$ cat src/rtl/fifo_uart_tx.sv
// UART transmitter that drains a registered-output FIFO and serialises each
// word as a start bit, WIDTH data bits (LSB first) and STOP_BITS stop bits.
module fifo_uart_tx #(
    parameter int CLKS_PER_BIT = 868,
    parameter int STOP_BITS    = 1,
    parameter int WIDTH        = 8
) (
    input  logic             clk,
    input  logic             rst_n,
    input  logic             empty,
    input  logic [WIDTH-1:0] pop_data,
    output logic             pop_en,
    output logic             tx,
    output logic             busy
);

    localparam int CW = (CLKS_PER_BIT > 1) ? $clog2(CLKS_PER_BIT) : 1;
    localparam int IW = $clog2(WIDTH + 1);
    localparam logic [CW-1:0] CNT_MAX   = CW'(CLKS_PER_BIT - 1);
    localparam logic [IW-1:0] DATA_LAST = IW'(WIDTH - 1);
    localparam logic [IW-1:0] STOP_LAST = IW'(STOP_BITS - 1);

    typedef enum logic [2:0] {IDLE, FETCH, LOAD, START, DATA, STOP} state_t;

    state_t           state, state_nx;
    logic [CW-1:0]    cnt, cnt_nx;
    logic [IW-1:0]    idx, idx_nx;
    logic [WIDTH-1:0] shift, shift_nx;
    logic             tx_nx;
    logic             bit_done;

    // NOTE: every variable gets a default before the case so no path leaves
    // it unassigned, which would otherwise infer a latch.
    always_comb begin
        state_nx = state;
        cnt_nx   = cnt;
        idx_nx   = idx;
        shift_nx = shift;
        bit_done = (cnt == CNT_MAX);

        case (state)
            IDLE:  if (!empty) state_nx = FETCH;
            FETCH: state_nx = LOAD;
            LOAD: begin
                shift_nx = pop_data;
                cnt_nx   = '0;
                idx_nx   = '0;
                state_nx = START;
            end
            START, DATA, STOP: begin
                cnt_nx = bit_done ? '0 : cnt + CW'(1);
                if (bit_done) begin
                    if (state == START) begin
                        idx_nx   = '0;
                        state_nx = DATA;
                    end else if (state == DATA) begin
                        shift_nx = shift >> 1;
                        if (idx == DATA_LAST) begin
                            idx_nx   = '0;
                            state_nx = STOP;
                        end else begin
                            idx_nx = idx + IW'(1);
                        end
                    end else begin
                        // Only the end of the final stop bit looks at empty.
                        if (idx == STOP_LAST) begin
                            idx_nx   = '0;
                            state_nx = empty ? IDLE : FETCH;
                        end else begin
                            idx_nx = idx + IW'(1);
                        end
                    end
                end
            end
            default: state_nx = IDLE;
        endcase
    end

    // Outputs are decoded from the next state so the registers line up with it.
    always_comb begin
        tx_nx = 1'b1;
        case (state_nx)
            START:   tx_nx = 1'b0;
            DATA:    tx_nx = shift_nx[0];
            default: tx_nx = 1'b1;
        endcase
    end

    // NOTE: sequential state uses non-blocking assignments so every register
    // samples pre-edge values regardless of block evaluation order.
    always_ff @(posedge clk) begin
        if (!rst_n) begin
            state  <= IDLE;
            cnt    <= '0;
            idx    <= '0;
            shift  <= '0;
            tx     <= 1'b1;
            busy   <= 1'b0;
            pop_en <= 1'b0;
        end else begin
            state  <= state_nx;
            cnt    <= cnt_nx;
            idx    <= idx_nx;
            shift  <= shift_nx;
            tx     <= tx_nx;
            busy   <= (state_nx != IDLE);
            pop_en <= (state_nx == LOAD);
        end
    end

endmodule

$ cat config.mk
export PLATFORM = sky130hd
export DESIGN_NAME = fifo_uart_tx
export DESIGN_NICKNAME = d
export VERILOG_FILES = /design/src/rtl/fifo_uart_tx.sv
export SDC_FILE = /design/constraint.sdc
export NUM_CORES = 1
export LEC_CHECK = 0
export CORE_ASPECT_RATIO = 1.2
export CORE_MARGIN = 8
export CORE_UTILIZATION = 35
export CTS_BUF_LIST = sky130_fd_sc_hd__clkbuf_4 sky130_fd_sc_hd__clkbuf_8
export CTS_CLUSTER_SIZE = 16
export DETAILED_ROUTE_END_ITERATION = 12
export DONT_BUFFER_PORTS = 1
export GPL_TIMING_DRIVEN = 0
export PLACE_DENSITY_LB_ADDON = 0.08
export SYNTH_ARGS = -nofsm -noshare
export SYNTH_HDL_FRONTEND = slang
export SYNTH_SLANG_ARGS = --single-unit
$ cat constraint.sdc
create_clock -name clk -period 2.3 [get_ports clk]
set_input_delay 0.345 -clock clk [delete_from_list [all_inputs] [get_ports clk]]
set_output_delay 0.345 -clock clk [all_outputs]
set_load 0.01 [all_outputs]
After elaboration in Yosys (flattened, before gate mapping)
Index checks and enable logic that the tools add are counted.
{"block": "totals", "rom_bits": 0, "latchBits": 0, "mem_bits_rw": 0, "elab_cells": 51, "output_inout_bits": 3, "mem_count": 0, "register_bits": 28}
{"block": "op_classes", "mux": 21, "n_div": 0, "multipliers": 0, "n_addsub": 2, "shifts": 0, "magnitude_cmp": 0, "bitwise": 0, "n_eq_ne": 13, "reduce_logical": 7}
{"op": "$mux 8", "count": 3}
{"op": "$mux 4", "count": 5}
{"op": "$pmux 10 s2", "count": 1}
{"op": "$mux 3", "count": 6}
{"op": "$pmux 8 s2", "count": 1}
{"op": "$eq 3x2->1 const B", "count": 4}
{"op": "$pmux 3 s4", "count": 1}
{"op": "$add 10x1->10 const B", "count": 1}
{"op": "$eq 10x10->1 const B", "count": 1}
{"op": "$mux 10", "count": 1}
{"op": "$eq 3x3->1 const B", "count": 3}
{"op": "$pmux 4 s2", "count": 1}
{"op": "$ne 2x2->1 const B", "count": 3}
{"op": "$add 4x1->4 const B", "count": 1}
{"op": "$eq 4x3->1 const B", "count": 1}
{"op": "$logic_not 4->1", "count": 1}
{"op": "$reduce_and 4->1", "count": 1}
{"op": "$eq 3x1->1 const B", "count": 1}
{"op": "$logic_not 3->1", "count": 1}
{"op": "$reduce_bool 3->1", "count": 1}
{"op": "$reduce_or 3->1", "count": 1}
{"op": "$pmux 1 s2", "count": 1}
{"op": "$reduce_and 2->1", "count": 1}
{"op": "$reduce_bool 2->1", "count": 1}
{"op": "$mux 1", "count": 1}

Logic depth before layout (Yosys ltp)
Gate-level depths: netlist (run 1).
{"block": "logic_depth", "word_depth": 8, "mapped_depth": 7}

Least setup slack after synthesis (run 1)
No wires, ideal clock.
{"block": "synth_path", "path_kind": "register to register", "startpoint": "register cnt[0]", "endpoint": "register tx", "stages_incl_launch_ff": 7, "required_time_ps": 2178, "slack_ps": 476, "arrival_ps": 1702, "setup_ps": 122, "period_less_slack_ps": 1824, "cell_sequence": "dfxtp_1 -> ha_1 -> nand4bb_2 -> nor4_2 -> a221o_1 -> a31oi_1 -> o32a_1"}
{"block": "synth_via", "elab_chain_cells": 5}
{"element": "from (decl)", "line": "26", "text": "logic [CW-1:0] cnt, cnt_nx;"}
{"element": "from (signal assigned)", "line": "102", "text": "cnt <= cnt_nx;"}
{"element": "$eq 10x10->1 *", "line": "39", "text": "bit_done = (cnt == CNT_MAX);"}
{"element": "$mux 3", "line": "52", "text": "if (bit_done) begin"}
{"element": "$pmux 3 s4", "line": "41", "text": "case (state)"}
{"element": "$eq 3x3->1 / $eq 3x2->1 (equally long branches)", "line": "82", "text": "case (state_nx)"}
{"element": "$pmux 1 s2 *", "line": "82"}
{"element": "to (signal assigned)", "line": "105", "text": "tx <= tx_nx;"}
{"element": "to (decl)", "line": "13", "text": "output logic tx,"}
Every way passes the cells marked *; elsewhere a longest branch is shown, timed or not. The select of a mux whose other input is x is not followed.
A chain may end at the register's enable or synchronous reset.

Worst setup path after layout (run 1)
Ends and elaborated chain as after synthesis.

==> metrics.md, run 1 <==
| Metric | Value |
|---|---|
| CTS buffer count | 3 |
| Worst R2R End | tx |
| Min-Delay Endpoint | shift[7] |
| RSZ-0062 raised after global routing | false |
| Fill count | 437 |
| Routed Antenna Nets | 0 |
| Async SR Flop Fraction | 0% |
| Pwr Density | 587 nW/um^2 |
| Clock skew | 0.00494 ns |
| Hold path depth | 1 |
| Overall power | 0.000894 W |
| Area growth, synth to finish | 8.75% |
| P_leak | between 0.5 and 0.6 nW |
| Post-CTS Setup Repair Bufs | 0 |
| Max-slew violation count | 0 |
| Slew @ Worst Pin | 0.575 ns |
| R2R setup slack | 0.16 ns |
| Die H | 85.3 um |
| Worst path arrival time | around 2.3 ns |
| Clock sinks | 28 |
| WP buf/inv | 0 |
| H-tree Lvls | 1 |
| Worst skew pair latency | 0.27 ns |
| Hold Buf Count CTS | 0 |
| Core region area | 3880 um^2 |
| Critical Path Start Type | flop |
| Synthesis Warnings | 0 |
| Share of post-route cells with drive strength above 1 | 8.07% |
| Final GP Congestion | 0.785 |
| Syn_area_per_cell | slightly below 9 um^2 |
| Top_reg_cell synth | dfxtp_1 |
| Peak VDD IR | between 0.2 and 0.3 mV |
| Outcome | finished clean |
| FMAX | 0.468 GHz |
| Min-delay src | pop_data[7] |
| Initial Utilization | between 30% and 40% |
| Reg2reg start | cnt[0] |
| Grt ovf | 0 |
| Post-synth EDFFs | 0 |
| CTS tree | built |
| Worst hold path type | in -> reg |
| Reported max-cap violation count | 0 |
| IO Pins | 14 |
| Delay-heaviest family, CP | simple AND/OR/NAND/NOR gates |
| Setup tns final | 0 ns |
| CP Max Fanout | 5 |
| Antenna diodes | 0 |
| Final worst-path cycle share | around 93% |
| Via density | 5.58 |
| FF+latch count, synth | 28 |
| Final setup fails | 0 |
| Post-DR wirelength/cell | 14.8 um |
| Post-synth cell types | 46 |
| Clock Path Buffers | 2 |
| CP max stage delay | 0.50 ns |
| DP HPWL | 2430 um |
| Final core occ | 39.3% |
| Worst setup path class | reg -> reg |
| Final hold viol count | 0 |
| Initial DRT Pass Iterations | 4 |
| Critical path capture point type | flop |
| Total number of vias | between 1000 and 1500 |
| Worst path cell trace | ha_1 -> nand4bb_2 -> nor4_2 -> a221o_1 -> a31oi_1 -> o32a_1 |
| Cell count after synthesis | between 150 and 200 |
| Horiz. Die Dim | about 74 um |
| First-pass GRT wire length | 5510 um |
| Critical Path RT | 2.47 ns |
| Worst R2R Path Depth | 6 |
| CP max stage cell | nor4_2 |
| Root buffer cell | clkbuf_8 |
| Max-slew headroom | 61.6% |
| Synthesized Nets | 171 |
| Mapped Area | 1400 um^2 |
| Rows | 25 |
| Initial antenna violation count | 0 |
| Worst-path clk slew | 0.09 ns |
| Layout Nets | 176 |
| Cts repair resizes | 0 |
| Vias in the first global route | approximately 1200 |
| Share of the yosys chip area belonging to registers | 40.0% |
| DR iter-0 viols | 66 |
| Largest net degree at the start of global routing | 16 |
| Port bufs | 0 |
| Final min period | 2.14 ns |
| WL final | 3190 um |
| DRC viols | 0 |
| GRT Total Usage | 10.8% |
| Full die area | 6290 um^2 |
## sequential cells by signal, indices dropped and copies added, names as in the netlist
signal	count
busy	1
shift	8
state	3
idx	4
pop_en	1
tx	1
cnt	10
## cells in the mapped netlist, types with 3 or more instances
| library cell | number | area share (%) |
|---|---|---|
| nor2b_1 | 3 | 1.3 |
| ha_1 | 3 | 2.7 |
| nand2_1 | 9 | 2.4 |
| nor2_1 | 12 | 3.2 |
| o2bb2ai_1 | 6 | 3.7 |
| dfxtp_1 | 28 | 40 |
| o21ai_0 | 5 | 1.8 |
| nand3_1 | 3 | 1.1 |
| and2_1 | 3 | 1.3 |
| a22oi_1 | 7 | 3.7 |
| nor3_1 | 8 | 2.9 |
| a21oi_1 | 13 | 4.6 |
| clkbuf_1 | 4 | 1.1 |
| nand3b_1 | 3 | 1.6 |
| and3_1 | 4 | 1.8 |
| inv_1 | 5 | 1.3 |
| o211a_1 | 4 | 2.9 |
## report_power, final
part | leakage [nW] | internal (W) | switching, W
registers | 0.227 | 0.000500 | 0.00000916
clock network | 0.0288 | 0.000153 | 0.000150
logic | 0.323 | 0.0000280 | 0.0000526
total | 0.579 | 0.000682 | 0.000212
## worst max-delay path by stage
stage | startpoint | end | slack [ns] | cells past startpoint
final | cnt[0] | tx | 0.16 | 6
after global routing | cnt[0] | tx | 0.01 | 6
after CTS | cnt[0] | tx | 0.17 | 6
after detailed placement | cnt[0] | tx | 0.19 | 6
after global placement | cnt[0] | tx | 0.21 | 6
after floorplan | cnt[0] | tx | 0.48 | 6
## logic make-up after synthesis
group / count (synthesis) / share of synthesized area (%)
compound gates: 51 / 26.4
mux: 2 / 1.43
xor+xnor: 2 / 1.25
simple gates: 57 / 23.8
flops: 28 / 40.0
fa+ha+maj: 3 / 2.68
buf+inv: 14 / 4.46
## through the flow
step,setup WS (ns),hold slack (ns),std cells,area (um^2)
CTS,0.168,0.215,215,1520
floorplan,0.476,0.433,157,1400
finish,0.164,0.218,215,1520
global route,0.0107,0.215,215,1520
global placement,0.211,0.451,211,1470
detailed placement,0.191,0.448,211,1470
## layout by cell type, fill, tap and decap left out, types with 2 or more instances in the layout
cell type / instances
dfxtp_1: 28
a21oi_1: 13
nor2_1: 12
nand2_1: 9
nor3_1: 8
a22oi_1: 7
o2bb2ai_1: 6
inv_1: 5
o21ai_0: 5
clkbuf_1: 4
and3_1: 4
o211a_1: 4
clkbuf_8: 4
nand3b_1: 3
nor2b_1: 3
and2_1: 3
nand3_1: 3
ha_1: 3
buf_2: 2
nand2b_1: 2
nor3b_1: 2
a21o_1: 2
a31oi_1: 2
mux2i_1: 2
xor2_1: 2
o211ai_1: 2
## routing by layer
layer | track usage [%] | part of all wire (%)
met1 | 12.0 | 42
met2 | 18.4 | 51
met3 | 3.30 | 5.1
met4 | 4.19 | 1.8
met5 | 0 | 0
## final cells by class
cell class              instances  area [um^2]  area share (%)
flip-flops and latches         28          561            36.8
plain buffers                   7         36.3            2.38
clock buffers                   4         55.1            3.61
inverters                       7         26.3            1.72
well taps                      54         67.6            4.43
multi-input cells             115          778            51.1
No activity file was read; power rests on OpenSTA's default activity.
==> inputs of run 2 (changes only) <==
--- a/config.mk
+++ b/config.mk
@@ -5,6 +5,7 @@
 export SDC_FILE = /design/constraint.sdc
 export NUM_CORES = 1
 export LEC_CHECK = 0
+export ABC_AREA = 1
 export CORE_ASPECT_RATIO = 1.2
 export CORE_MARGIN = 8
 export CORE_UTILIZATION = 35
==> constraint.sdc (replaced) <==
create_clock -name clk -period 2.3 [get_ports clk]
set_input_delay 0.345 -clock clk [delete_from_list [all_inputs] [get_ports clk]]
set_output_delay 0.345 -clock clk [all_outputs]
set_load 0.1 [all_outputs]
==> run 2 against run 1 <==
Effect of this change: largest power group unchanged; synthesized cell count up 38%; highest routed layer unchanged; clock-buffer cell count down 1; critical path depth up 1; total power up 19%; clock skew about the same; maximum frequency up 15%; synthesized area up 8.6%.
==> metrics.md, run 2 <==
| Metric | Value |
|---|---|
| Outcome | finished clean |
| DP HPWL | 2590 um |
| Worst hold path type | in -> reg |
| Max-slew violation count | 0 |
| Post-synth cell types | 27 |
| Max-slew headroom | between 30 and 40% |
| Layout Nets | approximately 240 |
| CTS buffer count | 3 |
| Vias in the first global route | 1374 |
| Syn_area_per_cell | 7.04 um^2 |
| Share of the yosys chip area belonging to registers | 36.8% |
| H-tree Lvls | 1 |
| Die H | 88.2 um |
| Worst-path clk slew | 0.10 ns |
| CTS tree | built |
| P_leak | between 0.6 and 0.7 nW |
| Cts repair resizes | 0 |
| Most frequent cells in the layout | nand2_1 (53), dfxtp_1 (28), nor2_1 (24) |
| Max FFs per register | 10 |
| Area of the multi-input gates | 841 um^2 |
| WP buf/inv | 0 |
| Reg area | 561 um^2 |
| Worst path cell trace | ha_1 -> nand2_1 -> nor2_1 -> nand3_2 -> nor2_1 -> a22oi_1 -> a21oi_1 |
| CP max stage cell | nor2_1 |
| DRC viols | 0 |
| Critical path capture point type | flop |
| Critical Path RT | around 2.5 ns |
| Post-synth EDFFs | 0 |
| Final setup fails | 0 |
| CP Max Fanout | 8 |
| Initial DRT Pass Iterations | 4 |
| RSZ-0062 raised after global routing | false |
| FF+latch count, synth | 28 |
| First-pass GRT wire length | 6100 um |
| Final hold viol count | 0 |
| Worst path arrival time | 2.07 ns |
| Clock sinks | 28 |
| Final worst-path cycle share | 80.5% |
| Worst setup path class | reg -> reg |
| Post-CTS Setup Repair Bufs | 0 |
| Share of the synthesized area in the top cell type | 36.8% |
| DR iter-0 viols | 150 |
| Final min period | 1.85 ns |
| Largest net degree at the start of global routing | 17 |
| Total number of vias | 1377 |
| Most frequent CP cell | nor2_1 |
| Finished Cell Area | 1660 um^2 |
| FMAX | 0.540 GHz |
| Top_reg_cell synth | dfxtp_1 |
| Critical Path Start Type | flop |
| Clock skew | about 0.0047 ns |
| Slew @ Worst Pin | 0.938 ns |
| Area growth, synth to finish | 9.29% |
| Most instantiated library cell after synthesis | nand2_1 |
| Rows | 26 |
| GRT Total Usage | a little over a tenth |
| Horiz. Die Dim | 76.2 um |
| Synthesized Nets | 230 |
| Peak VDD IR | between 0.2 and 0.25 mV |
| Worst skew pair latency | between 0.2 and 0.3 ns |
| Share of post-route cells with drive strength above 1 | 9.55% |
| Core region area | 4230 um^2 |
| Reported max-cap violation count | 0 |
| Most common cell after layout, fill and taps aside | nand2_1 |
| Initial Utilization | 36.0% |
| WL final | 3440 um |
| Synth top area cells | dfxtp_1 (37%), nand2_1 (13%), a21oi_1 (6.3%) |
| Synth cell count leaders | nand2_1 (53), dfxtp_1 (28), nor2_1 (24) |
| Post-synth top area cell | dfxtp_1 |
| Largest registers | cnt x10, shift x8, idx x4 |
| Clock Path Buffers | 2 |
| Root buffer cell | clkbuf_8 |
| Full die area | 6720 um^2 |
| Routed Antenna Nets | 0 |
| Largest register by flop count | cnt |
| Async SR Flop Fraction | 0% |
| CP max stage delay | 0.41 ns |
| Delay-heaviest family, CP | simple AND/OR/NAND/NOR gates |
| Placed Area | 1590 um^2 |
| IO Pins | 14 |
| Setup tns final | 0 ns |
| Via density | 4.99 |
| Grt ovf | 0 |
| Port bufs | 0 |
| Initial antenna violation count | 0 |
| Mapped Area | ~1500 um^2 |
| Post-DR wirelength/cell | roughly 12 um |
| Hold Buf Count CTS | 0 |
| Synthesis Warnings | 0 |
| Final GP Congestion | 0.831 |
| Cell count after synthesis | 216 |
| Antenna diodes | 0 |
| Fill count | 466 |
| Pwr Density | between 600 and 700 nW/um^2 |
[run 2: cells by family (layout without fill, tap and decap cells)]
kind of cell / Yosys count / after routing / synth area share (%)
AND/OR/NAND/NOR: 109 / 109 / 35.1
AO/OA/AOI/OAI: 42 / 42 / 16.0
buffers and inverters: 31 / 35 / 7.90
flip-flops: 28 / 28 / 36.8
adder cells (fa/ha/maj): 3 / 3 / 2.47
XOR/XNOR: 3 / 3 / 1.73
[run 2: power by group]
part,switching [W],total [W],internal [W]
Clock,0.000158,0.000391,0.000233
Combinational,0.0000817,0.000120,0.0000384
Sequential,0.0000470,0.000551,0.000504
[run 2: layout make-up]
| type | instances | share of cell area, % |
|---|---|---|
| flip-flops and latches | 28 | 33.7 |
| clock buffers | 3 | 2.48 |
| multi-input cells | 157 | 50.6 |
| plain buffers | 3 | 0.903 |
| inverters | 28 | 6.32 |
| well taps | 56 | 4.21 |
| clock inverters | 1 | 1.81 |
[run 2: stage by stage]
stage / instances / hold WS [ns] / total power, W / utilization, % / worst slack [ns]
3_3_place_gp: 272 / 0.452 / 0.000681 / 37.6 / 0.445
4_1_cts: 276 / 0.197 / 0.00108 / 39.3 / 0.439
3_5_place_dp: 272 / 0.455 / 0.000683 / 37.6 / 0.455
2_1_floorplan: 216 / 0.441 / 0.000654 / - / 0.768
6_report: 276 / 0.201 / 0.00106 / 39.3 / 0.448
5_1_grt: 276 / 0.202 / 0.00111 / 39.3 / 0.138
[run 2: metal layers]
metal	routed length, um	up-vias	global-route usage, %	share of wire (%)
met5	0	-	0	0
met3	146	7	2.24	4.2
met1	1630	625	13.4	47
li1	-	721	-	-
met2	1600	24	18.3	46
met4	63	0	4.73	1.8
[run 2: path summary, 6_finish.rpt]
kind	startpoint	end	slack, ns	depth (start not counted)
max	cnt[0]	shift[5]	0.45	7
min	pop_data[7]	shift[7]	0.20	2
max reg2reg	cnt[0]	shift[5]	0.45	7
min reg2reg	shift[7]	shift[7]	0.47	2
[run 2: worst register-to-register path: cells and delay by family, from the launching register on]
family	cells	cell delay, ns
flip-flops	1	0.38
AO/OA/AOI/OAI	2	0.27
adder cells (fa/ha/maj)	1	0.27
AND/OR/NAND/NOR	4	0.88
